**config.mk**
```make
export PLATFORM = sky130hd
export DESIGN_NAME = systolic_seq_ctrl
export DESIGN_NICKNAME = d
export VERILOG_FILES = /design/src/rtl/systolic_seq_ctrl.sv
export SDC_FILE = /design/constraint.sdc
export NUM_CORES = 1
export LEC_CHECK = 0
export ABC_CLOCK_PERIOD_IN_PS = 3700
export CAP_MARGIN = 40
export CORE_MARGIN = 1.5
export CORE_UTILIZATION = 36
export CTS_BUF_LIST = sky130_fd_sc_hd__clkbuf_4 sky130_fd_sc_hd__clkbuf_8 sky130_fd_sc_hd__clkbuf_16
export DETAILED_ROUTE_END_ITERATION = 10
export GPL_ROUTABILITY_DRIVEN = 0
export PLACE_DENSITY = 0.71
export SLEW_MARGIN = 30
export SYNTH_ARGS = -nofsm -noshare
export SYNTH_HDL_FRONTEND = slang
export SYNTH_SLANG_ARGS = --single-unit
```
**constraint.sdc**
```tcl
create_clock -name clk -period 3.7 [get_ports clk]
set_clock_uncertainty 0.2 [all_clocks]
set_input_delay 0.37 -clock clk [delete_from_list [all_inputs] [get_ports clk]]
set_output_delay 0.37 -clock clk [all_outputs]
set_load 0.05 [all_outputs]
```
**src/rtl/systolic_seq_ctrl.sv**
```systemverilog
// Sequencer for a DIM x DIM systolic MAC array. One job per accepted start:
// load C accumulators, stream skewed A/B operands, read back C rows, pulse done.
module systolic_seq_ctrl #(
    parameter int DIM = 8,
    parameter int KW  = $clog2(DIM),
    parameter int TW  = $clog2(3*DIM)
) (
    input  logic              clk,
    input  logic              rst,
    input  logic              start,
    input  logic              clear_c,
    input  logic              hold,
    output logic              busy,
    output logic              done,
    output logic              sa_en,
    output logic              sa_WrEn,
    output logic [KW-1:0]     sa_Crow,
    output logic              c_zero,
    output logic              c_rd_valid,
    output logic [DIM-1:0]    a_rd_en,
    output logic [DIM*KW-1:0] a_rd_idx,
    output logic [DIM-1:0]    b_rd_en,
    output logic [DIM*KW-1:0] b_rd_idx
);

    typedef enum logic [2:0] {
        S_IDLE,
        S_LOAD_C,
        S_COMPUTE,
        S_DRAIN,
        S_DONE
    } state_t;

    // Last step index of each counted phase; the last step always moves on.
    localparam logic [TW-1:0] LOAD_LAST    = TW'(DIM - 1);
    localparam logic [TW-1:0] COMPUTE_LAST = TW'(3*DIM - 3);
    localparam logic [TW-1:0] DRAIN_LAST   = TW'(DIM - 1);

    state_t        state_reg, state_next;
    logic [TW-1:0] t_reg, t_next;
    logic          clear_c_reg, clear_c_next;
    logic          compute_active;

    // State, step counter and latched clear_c; rst aborts any job silently.
    always_ff @(posedge clk) begin
        if (rst) begin
            state_reg   <= S_IDLE;
            t_reg       <= '0;
            clear_c_reg <= 1'b0;
        end else begin
            state_reg   <= state_next;
            t_reg       <= t_next;
            clear_c_reg <= clear_c_next;
        end
    end

    // Next-state logic and Moore outputs; hold only gates the strobes.
    always_comb begin
        state_next   = state_reg;
        t_next       = t_reg;
        clear_c_next = clear_c_reg;
        busy         = 1'b0;
        done         = 1'b0;
        sa_en        = 1'b0;
        sa_WrEn      = 1'b0;
        sa_Crow      = '0;
        c_zero       = 1'b0;
        c_rd_valid   = 1'b0;
        case (state_reg)
            S_IDLE: begin
                if (start) begin
                    state_next   = S_LOAD_C;
                    t_next       = '0;
                    clear_c_next = clear_c;
                end
            end
            S_LOAD_C: begin
                busy    = 1'b1;
                sa_WrEn = ~hold;
                sa_Crow = t_reg[KW-1:0];
                c_zero  = clear_c_reg;
                if (!hold) begin
                    if (t_reg == LOAD_LAST) begin
                        state_next = S_COMPUTE;
                        t_next     = '0;
                    end else begin
                        t_next = t_reg + TW'(1);
                    end
                end
            end
            S_COMPUTE: begin
                busy  = 1'b1;
                sa_en = ~hold;
                if (!hold) begin
                    if (t_reg == COMPUTE_LAST) begin
                        state_next = S_DRAIN;
                        t_next     = '0;
                    end else begin
                        t_next = t_reg + TW'(1);
                    end
                end
            end
            S_DRAIN: begin
                busy       = 1'b1;
                c_rd_valid = ~hold;
                sa_Crow    = t_reg[KW-1:0];
                if (!hold) begin
                    if (t_reg == DRAIN_LAST) begin
                        state_next = S_DONE;
                        t_next     = '0;
                    end else begin
                        t_next = t_reg + TW'(1);
                    end
                end
            end
            S_DONE: begin
                busy       = 1'b1;
                done       = 1'b1;
                state_next = S_IDLE;
                t_next     = '0;
            end
            default: begin
                state_next = S_IDLE;
                t_next     = '0;
            end
        endcase
    end

    assign compute_active = (state_reg == S_COMPUTE);

    // Operand skew: lane gi is active for DIM steps starting at step gi.
    // t - gi wraps to a value >= DIM when t < gi because 2**TW >= 3*DIM,
    // so a single unsigned compare covers both window edges.
    generate
        for (genvar gi = 0; gi < DIM; gi++) begin : g_lane
            localparam logic [TW-1:0] LANE_OFS = TW'(gi);
            logic [TW-1:0] lane_diff;
            logic          lane_win;
            assign lane_diff = t_reg - LANE_OFS;
            assign lane_win  = compute_active && (lane_diff < TW'(DIM));
            assign a_rd_en[gi] = lane_win & ~hold;
            assign b_rd_en[gi] = lane_win & ~hold;
            assign a_rd_idx[gi*KW +: KW] = lane_win ? lane_diff[KW-1:0] : '0;
            assign b_rd_idx[gi*KW +: KW] = lane_win ? lane_diff[KW-1:0] : '0;
        end
    endgenerate

endmodule

```
# [Word-level counts from Yosys, hierarchy flattened]
# Index checks and enable logic that the tools add are counted.
[classes] addsub=8 n_lt_le_gt_ge=8 n_eq_ne=14 muxes=29 bitwise_logic=9 n_reduce_logical=14
[ops] cell="two-way mux 3 bit" n=16
[ops] cell="less-than comparator 5 x 4 -> 1 bit (second input constant)" n=8
[ops] cell="two-way mux 5 bit" n=5
[ops] cell="subtractor 5 x 3 -> 5 bit (second input constant)" n=4
[ops] cell="case mux 5 bit (3 select lines)" n=1
[ops] cell="!= test 2 bit (second input constant)" n=7
[ops] cell="case mux 3 bit (4 select lines)" n=1
[ops] cell="subtractor 5 x 2 -> 5 bit (second input constant)" n=2
[ops] cell="bitwise AND 1 bit" n=8
[ops] cell="logical AND 1 bit" n=8
[ops] cell="AND reduction 7 bit" n=1
[ops] cell="equality test 3 x 2 -> 1 bit (second input constant)" n=2
[ops] cell="two-way mux 1 bit" n=6
[ops] cell="adder 5 x 1 -> 5 bit (second input constant)" n=1
[ops] cell="equality test 5 x 3 -> 1 bit (second input constant)" n=1
[ops] cell="equality test 5 bit (second input constant)" n=1
[ops] cell="subtractor 5 x 1 -> 5 bit (second input constant)" n=1
[ops] cell="OR reduction 4 bit" n=1
[ops] cell="equality test 3 x 1 -> 1 bit (second input constant)" n=1
[ops] cell="equality test 3 bit (second input constant)" n=1
[ops] cell="logical NOT 3 bit" n=1
[ops] cell="AND reduction 3 bit" n=1
[ops] cell="!= test 2 x 1 -> 1 bit (second input constant)" n=1
[ops] cell="AND reduction 2 bit" n=1
[ops] cell="2 further kinds" n=2
[word_totals] regBits=9 input_bits=5 output_inout_bits=73 word_cells=85

# [Longest topological paths before layout]
# Gate-level depths: netlist of the first run.
[depth] ltp_word=4 depth_mapped=8

# [Worst setup path before layout of the first run]
# OpenSTA, ideal clock, no wires.
[synth_timing] path_type="reg2out" start="register t_reg[3]" end="output port b_rd_idx[23]" arrival_ps=3073 required_time_ps=3130 path_slack_ps=57 stages_incl_launch_ff=9 n_path_buf=2 path_cell_list="dfxtp_1 -> buf_2 -> inv_1 -> ha_1 -> a21bo_2 -> a211oi_1 -> a31oi_1 -> nor3b_1 -> buf_4"
[synth_via] elab_chain_cells=4
[synth_rtl] item="start, declared" line="40" text="logic [TW-1:0] t_reg, t_next;"
[synth_rtl] item="start signal, assigned" line="52" text="t_reg <= t_next;"
[synth_rtl] item="subtractor 5 x 3 -> 5 bit" line="139" text="assign lane_diff = t_reg - LANE_OFS;"
[synth_rtl] item="less-than comparator 5 x 4 -> 1 bit" line="140" text="assign lane_win = compute_active && (lane_diff < TW'(DIM));"
[synth_rtl] item="logical AND 1 bit" line="140"
[synth_rtl] item="two-way mux 3 bit"
[synth_rtl] item="end, declared" line="23" text="output logic [DIM*KW-1:0] b_rd_idx"
# Every way passes these cells.

# [Worst setup path in the final report of the first run]
[layout_timing] start="register t_reg[0]" end="output port b_rd_idx[15]"
[layout_via] elab_chain_cells=4
[layout_rtl] item="subtractor 5 x 3 -> 5 bit (*)" line="139"
[layout_rtl] item="less-than comparator 5 x 4 -> 1 bit" line="140"
[layout_rtl] item="logical AND 1 bit" line="140"
[layout_rtl] item="two-way mux 3 bit (*)" line="144" text="assign b_rd_idx[gi*KW +: KW] = lane_win ? lane_diff[KW-1:0] : '0;"
# Every way passes the cells marked *; elsewhere a longest branch is shown, timed or not.

==> results.py, run 1 <==
metrics = {
    "min_path": {
        "hold_end": "clear_c_reg",
        "hp-start": "clear_c_reg",
        "whs_path_depth": 2,
        "hp-class": "flip-flop to flip-flop",
    },
    "cts": {
        "cts.clk_slew.worst_paths_ps": 50,
        "cts-root-buf": "clkbuf_8",
        "postCtsSetupRepairBufs": 0,
        "insertion_delay_ps": 230,
        "tritoncts": "done",
        "cts_num_sinks": 9,
        "clockBufferDepth": 2,
        "ctsHtreeMaxLevel": 1,
        "cts_inserted_buffers": 3,
        "cts_resized": 0,
        "hold_buffers": 0,
    },
    "finish": {
        "largest_reg_flops": 5,
        "num_antenna_cells": 0,
        "drive_gt1_share_pct": 6.91,
        "syn2layout_area_growth_pct": 42.2,
        "fin_cells": 296,
        "nFillCells": 370,
        "layout.nets": 264,
        "fin_area_um2": 2110,
    },
    "synth": {
        "synth-compound-area-share_pct": 15.9,
        "synth_top_family_by_area": "simple AND/OR/NAND/NOR gates",
        "synthCells": 203,
        "synthArstFlopShare_pct": 0,
        "synth_nets": 220,
        "synthSimpleGateAreaFrac_pct": 32.9,
        "synth_xor_area_share_pct": 5.30,
        "synth_flop_cell": "dfxtp_1",
        "synth_area_um2": 1490,
        "yosysSeqAreaShare_pct": 12.1,
        "synth_edf_count": 0,
        "synth_fa_ha_area_share_pct": 10.1,
        "syn_avg_cell_area_um2": 7.32,
        "synthMuxAreaShare_pct": 0.673,
        "ys_ff_latch": 9,
        "synth.distinct_cells": 48,
        "ys_warn_count": 0,
    },
    "grt": {
        "antenna_found_initial": 0,
        "grt_pass1_wl_um": 6870,
        "grt_pass1_vias": 1458,
        "grt.total_usage_pct": 19.5,
        "grt_overflow": 0,
        "grt_max_degree": 18,
    },
    "power_and_ir_drop": {
        "p_sw_share_pct": 27.5,
        "pwr-share-comb_pct": 18.5,
        "p_switching_uw": 76.6,
        "p_int_uw": 202,
        "clock_power_share_pct": 44.2,
        "p_per_area_nw_per_um2": 132,
        "irDropWorstVdd_v": 0.000137,
        "cellLeakagePower_uw": 0.000741,
        "p_seq_share_pct": 37.3,
    },
    "worst_setup_path": {
        "critPathLaunch": "t_reg[0]",
        "startpoint_type": "flip-flop",
        "path_class": "flip-flop to output port",
        "r2r_cells": 6,
        "worstPathArrival_ps": 2860,
        "worst-r2r-setup-slack_ps": 1520,
        "worst-path-max-fanout": 8,
        "reg2reg_to": "t_reg[4]",
        "endpoint_kind": "output port",
        "r2r_start": "t_reg[1]",
        "worst_ep_required_time_ps": 3130,
    },
    "sta": {
        "slew_violations": 0,
        "finalHoldViolCount": 0,
        "fin_crit_sh_pct": 92.8,
        "tns_ps": 0,
        "relSlewSlack_pct": 62.2,
        "rsz0062_at_grt": "false",
        "worstMarginPinSlew_ps": 560,
        "max_freq_mhz": 291,
        "finalSetupViolCount": 0,
        "post-route-min-period_ps": 3430,
    },
    "placement": {
        "dpl_cell_area_um2": 2060,
        "post-place-cells": 292,
        "dp_hpwl_um": 3370,
        "port_buffers": 77,
    },
    "floorplanning": {
        "pin_count": 78,
        "core_um2": 3970,
        "initial_core_util_pct": 37.4,
        "row_count": 23,
        "dieArea_um2": 4520,
        "die_width_um": 67.3,
        "die_y_um": 67.3,
    },
    "routing": {
        "wl_per_cell_um": 14.5,
        "route.met2.wl_um": 2130,
        "vias_per_cell": 5.26,
        "drt_pass1_iterations": 4,
        "wl_met3_um": 213,
        "dr.max_layer_used": "met4",
        "wl_met1_um": 1900,
        "wirelength_um": 4300,
        "drcViolationCount": 0,
        "ant_nets": 0,
        "initialDrtViolationCount": 65,
        "num_vias": 1556,
    },
    "run": {
        "drv_cap": 0,
    },
    "status": {
        "status": "finished clean",
    },
}
[placed cells by master, fill, tap and decap left out, types with 2 or more instances in the layout]
cell              n
buf_4             7
clkbuf_8          3
nor2b_1           2
nand2b_1          6
nor3_1            7
a211oi_1          2
nand3_1           3
a21oi_1           7
or3_1             2
dfxtp_1           9
nor4_1            7
clkdlybuf4s50_1  77
nand4b_1          2
xnor2_1           8
a21boi_0          4
o21ai_0           7
ha_1             12
and2_1            4
nand4_1           3
or4bb_1           2
nand2_1           7
nor2_1           26
inv_1             9
nand3b_1          2
a21o_1            2
nor3b_1           4
[per-stage QoR]
step,hold slack (ps),power [uW],util (%),setup WS (ps)
after floorplan,249,139,-,56.7
after detailed placement,272,157,52.0,514
after global placement,274,157,52.0,524
final,280,279,53.2,268
after CTS,278,278,53.2,249
after global routing,304,292,53.2,17.0
[Yosys cell counts (2+ instances only)]
library cell | instances | share of area, %
buf_4 | 33 | 17
nor2_1 | 26 | 6.6
ha_1 | 12 | 10
dfxtp_1 | 9 | 12
inv_1 | 9 | 2.3
xnor2_1 | 8 | 4.7
a21oi_1 | 7 | 2.4
nand2_1 | 7 | 1.8
nor3_1 | 7 | 2.4
nor4_1 | 7 | 2.9
o21ai_0 | 7 | 2.4
buf_2 | 6 | 2.0
nand2b_1 | 6 | 2.5
clkbuf_1 | 5 | 1.3
a21boi_0 | 4 | 2.0
and2_1 | 4 | 1.7
nor3b_1 | 4 | 2.0
nand3_1 | 3 | 1.0
nand4_1 | 3 | 1.3
a211oi_1 | 2 | 1.0
a21o_1 | 2 | 1.0
nand3b_1 | 2 | 1.0
nand4b_1 | 2 | 1.2
nor2b_1 | 2 | 0.84
or3_1 | 2 | 0.84
or4bb_1 | 2 | 1.5
[power by group through the flow]
stage	clock (uW)	sequential [uW]	combinational [uW]
after floorplan	0	103	36.0
after global placement	0	106	50.6
after detailed placement	0	106	50.9
after global routing	132	105	56.0
after CTS	123	104	51.2
final	123	104	51.5
[layout make-up]
class	instances	area (um2)	share of cell area, %
Multi-Input combinational cell	140	965	45.6
Tap cell	50	62.6	2.96
Inverter	9	33.8	1.60
Sequential cell	9	180	8.53
Timing Repair Buffer	84	823	39.0
Clock buffer	4	48.8	2.31
[cells by family (layout without fill, tap and decap cells)]
group	Yosys count	count (layout)
adders and majority gates	12	12
and+or+nand+nor	85	85
AOI/OAI and AO/OA	33	33
muxes	1	1
xor gates and xnor gates	9	9
DFF	9	9
buffers and inverters	54	97
[worst max-delay path, stage by stage (launching register included)]
cell and delay [ps]:
dfxtp_1 520, inv_1 180, ha_1 290, nor3b_1 190, mux2i_1 90, o32a_1 230
nor3_1 260, clkdlybuf4s50_1 860
[worst max-delay path by stage]
stage                               to  cells after the start
after floorplan           b_rd_idx[23]                      8
after global placement    b_rd_idx[23]                      7
after detailed placement  b_rd_idx[15]                      7
after CTS                 b_rd_idx[23]                      7
after global routing      a_rd_idx[23]                      6
final                     b_rd_idx[15]                      7
[per-layer routing]
| layer | track usage [%] | vias up |
|---|---|---|
| met1 | 24.4 | 740 |
| met3 | 1.67 | 7 |
| met2 | 34.5 | 56 |
| met5 | 0 | - |
| li1 | - | 753 |
| met4 | 7.40 | 0 |
No activity file was read; power rests on OpenSTA's default activity.
==> inputs of run 2 (changes only) <==
--- a/config.mk
+++ b/config.mk
@@ -5,14 +5,15 @@
 export SDC_FILE = /design/constraint.sdc
 export NUM_CORES = 1
 export LEC_CHECK = 0
-export ABC_CLOCK_PERIOD_IN_PS = 3700
+export ABC_CLOCK_PERIOD_IN_PS = 2950
 export CAP_MARGIN = 40
+export CORE_ASPECT_RATIO = 1.25
 export CORE_MARGIN = 1.5
 export CORE_UTILIZATION = 36
 export CTS_BUF_LIST = sky130_fd_sc_hd__clkbuf_4 sky130_fd_sc_hd__clkbuf_8 sky130_fd_sc_hd__clkbuf_16
 export DETAILED_ROUTE_END_ITERATION = 10
 export GPL_ROUTABILITY_DRIVEN = 0
-export PLACE_DENSITY = 0.71
+export PLACE_DENSITY = 0.74
 export SLEW_MARGIN = 30
 export SYNTH_ARGS = -nofsm -noshare
 export SYNTH_HDL_FRONTEND = slang
==> constraint.sdc (replaced) <==
create_clock -name clk -period 2.95 [get_ports clk]
set_clock_uncertainty 0.2 [all_clocks]
set_input_delay 0.295 -clock clk [delete_from_list [all_inputs] [get_ports clk]]
set_output_delay 0.295 -clock clk [all_outputs]
set_load 0.05 [all_outputs]
==> run 2 against run 1 <==
Compared with the run above: register-to-register slack got worse by 700 ps; critical path type unchanged; global-route usage grew 1.4 points; sequential share of layout area fell by 1.9 points; largest cell class is now non-clock buffers; critical endpoint is now a_rd_idx[7]; highest routed layer unchanged; final area increased by 29%; sequential power rose by 25%; largest power group unchanged; critical path depth is the same.
==> results.py, run 2 (synthesis gave the netlist of run 1 again) <==
metrics = {
    "power_and_ir_drop": {
        "cellLeakagePower_uw": 0.00106,
        "irDropWorstVdd_v": 0.000260,
        "p_per_area_nw_per_um2": 128,
        "finalPower_uw": 349,
    },
    "cts": {
        "insertion_delay_ps": 230,
        "ctsHtreeMaxLevel": 1,
        "cts_num_sinks": 9,
        "cts.clk_slew.worst_paths_ps": 40,
        "cts_inserted_buffers": 3,
        "cts-root-buf": "clkbuf_8",
        "hold_buffers": 0,
        "tritoncts": "done",
        "clockBufferDepth": 2,
    },
    "routing": {
        "initialDrtViolationCount": 58,
        "route.met2.wl_um": 2430,
        "wl_per_cell_um": 15.3,
        "drt_pass1_iterations": 4,
        "drcViolationCount": 0,
        "wirelength_um": 4730,
        "dr.max_layer_used": "met4",
        "vias_per_cell": 5.20,
        "wl_met3_um": 269,
        "ant_nets": 0,
        "num_vias": 1611,
        "wl_met1_um": 1970,
    },
    "grt": {
        "grt_max_degree": 18,
        "grt_pass1_wl_um": 7210,
        "grt_overflow": 0,
        "grt_pass1_vias": 1496,
        "antenna_found_initial": 0,
        "grt.total_usage_pct": 20.9,
    },
    "status": {
        "status": "finished clean",
    },
    "run": {
        "drv_cap": 0,
    },
    "worst_setup_path": {
        "critPathMaxStageDelay_ps": 380,
        "worst_ep_required_time_ps": 2460,
        "path_cells": "inv_1, ha_1, a21boi_0, xnor2_1, nand3_1, nor2_2, buf_12",
        "path_class": "flip-flop to output port",
        "cp.depth": 7,
        "worst-r2r-setup-slack_ps": 820,
        "cp-endpoint": "a_rd_idx[7]",
        "worst-path-max-fanout": 11,
        "path_buf_inv": 2,
        "r2r_start": "t_reg[1]",
        "r2r_cells": 6,
        "cp_top_family": "simple AND/OR/NAND/NOR gates",
        "reg2reg_to": "state_reg[1]",
        "crit_path_top_delay_cell": "dfxtp_2",
        "worstPathArrival_ps": 2320,
        "endpoint_kind": "output port",
        "critPathLaunch": "t_reg[2]",
        "startpoint_type": "flip-flop",
    },
    "finish": {
        "layout.nets": 274,
        "syn2layout_area_growth_pct": 83.5,
        "fin_cells": 310,
        "nFillCells": 279,
        "largest_reg_flops": 5,
        "final_common_cell": "buf_12",
        "final_cell_mix": "buf_12 (52), buf_4 (31), nor2_1 (13), nor2_2 (13), ha_1 (12)",
        "drive_gt1_share_pct": 43.0,
        "num_antenna_cells": 0,
    },
    "placement": {
        "dp_hpwl_um": 3760,
        "port_buffers": 77,
        "post-place-cells": 305,
    },
    "sta": {
        "tns_ps": 0,
        "finalHoldViolCount": 0,
        "post-route-min-period_ps": 2820,
        "worst_hold_slack_ps": 281,
        "slew_violations": 0,
        "fin_crit_sh_pct": 95.5,
        "relSlewSlack_pct": 65.0,
        "finalSetupViolCount": 0,
        "worstMarginPinSlew_ps": 524,
        "max_freq_mhz": 355,
        "rsz0062_at_grt": "true",
    },
    "min_path": {
        "hp-class": "flip-flop to flip-flop",
    },
    "floorplanning": {
        "row_count": 25,
        "dieArea_um2": 4530,
        "initial_core_util_pct": 38.3,
        "die_width_um": 60.5,
        "die_y_um": 74.8,
        "pin_count": 78,
        "core_um2": 3880,
    },
}
## run 2: changes by cell type in the layout (fill, tap and decap cells not counted), sizes merged
cell / previous run / this run
clkdlybuf4s50: 77 / 11
buf: 7 / 83
## run 2: worst reg2reg max path, cell delays in order (launching register included)
cell and delay (ps):
dfxtp_1 450, buf_4 200, ha_1 320, nand3b_1 160, o32a_4 290, or3_1 320, a21boi_1 130
## run 2: timing repair
item,4_1_cts,5_1_grt
endpoints found under the hold margin,0,0
setup endpoints to repair,6,10
buffers inserted,0,1
pin swaps,0,1
gates resized for setup,3,0
## run 2: worst min-delay path by stage
stage	startpoint	to	slack, ps	depth (start not counted)
final	clear_c_reg	clear_c_reg	280	2
after detailed placement	clear_c_reg	clear_c_reg	270	2
after global placement	clear_c_reg	clear_c_reg	260	2
after floorplan	clear_c_reg	clear_c_reg	250	2
after global routing	clear_c_reg	clear_c_reg	320	2
after CTS	clear_c_reg	clear_c_reg	280	2
## run 2: power by group
part / internal [uW] / switching (uW)
Combinational: 28.3 / 42.5
Clock: 103 / 45.7
Sequential: 125 / 4.98
Total: 256 / 93.1
## run 2: layout make-up
cell class	count	area, um2	share of cell area (%)
inverter	9	33.8	1.24
timing repair buffer	94	1380	50.7
multi-input combinational	140	1010	37.1
sequential	9	181	6.65
clock buffer	4	48.8	1.79
tap	54	67.6	2.48
## run 2: per-layer routing
metal  vias up  track usage, %
met5         -               0
met4         0            7.49
met3         8            2.23
met2        72            37.2
met1       757            25.8
li1        774               -
## run 2: through the flow
step	util, %	setup WS, ps	instance area (um2)
3_3_place_gp	68.6	327	2660
3_5_place_dp	68.6	130	2660
2_1_floorplan	-	-584	1520
4_1_cts	70.1	132	2720
6_report	70.3	131	2730
5_1_grt	70.3	-45.2	2730
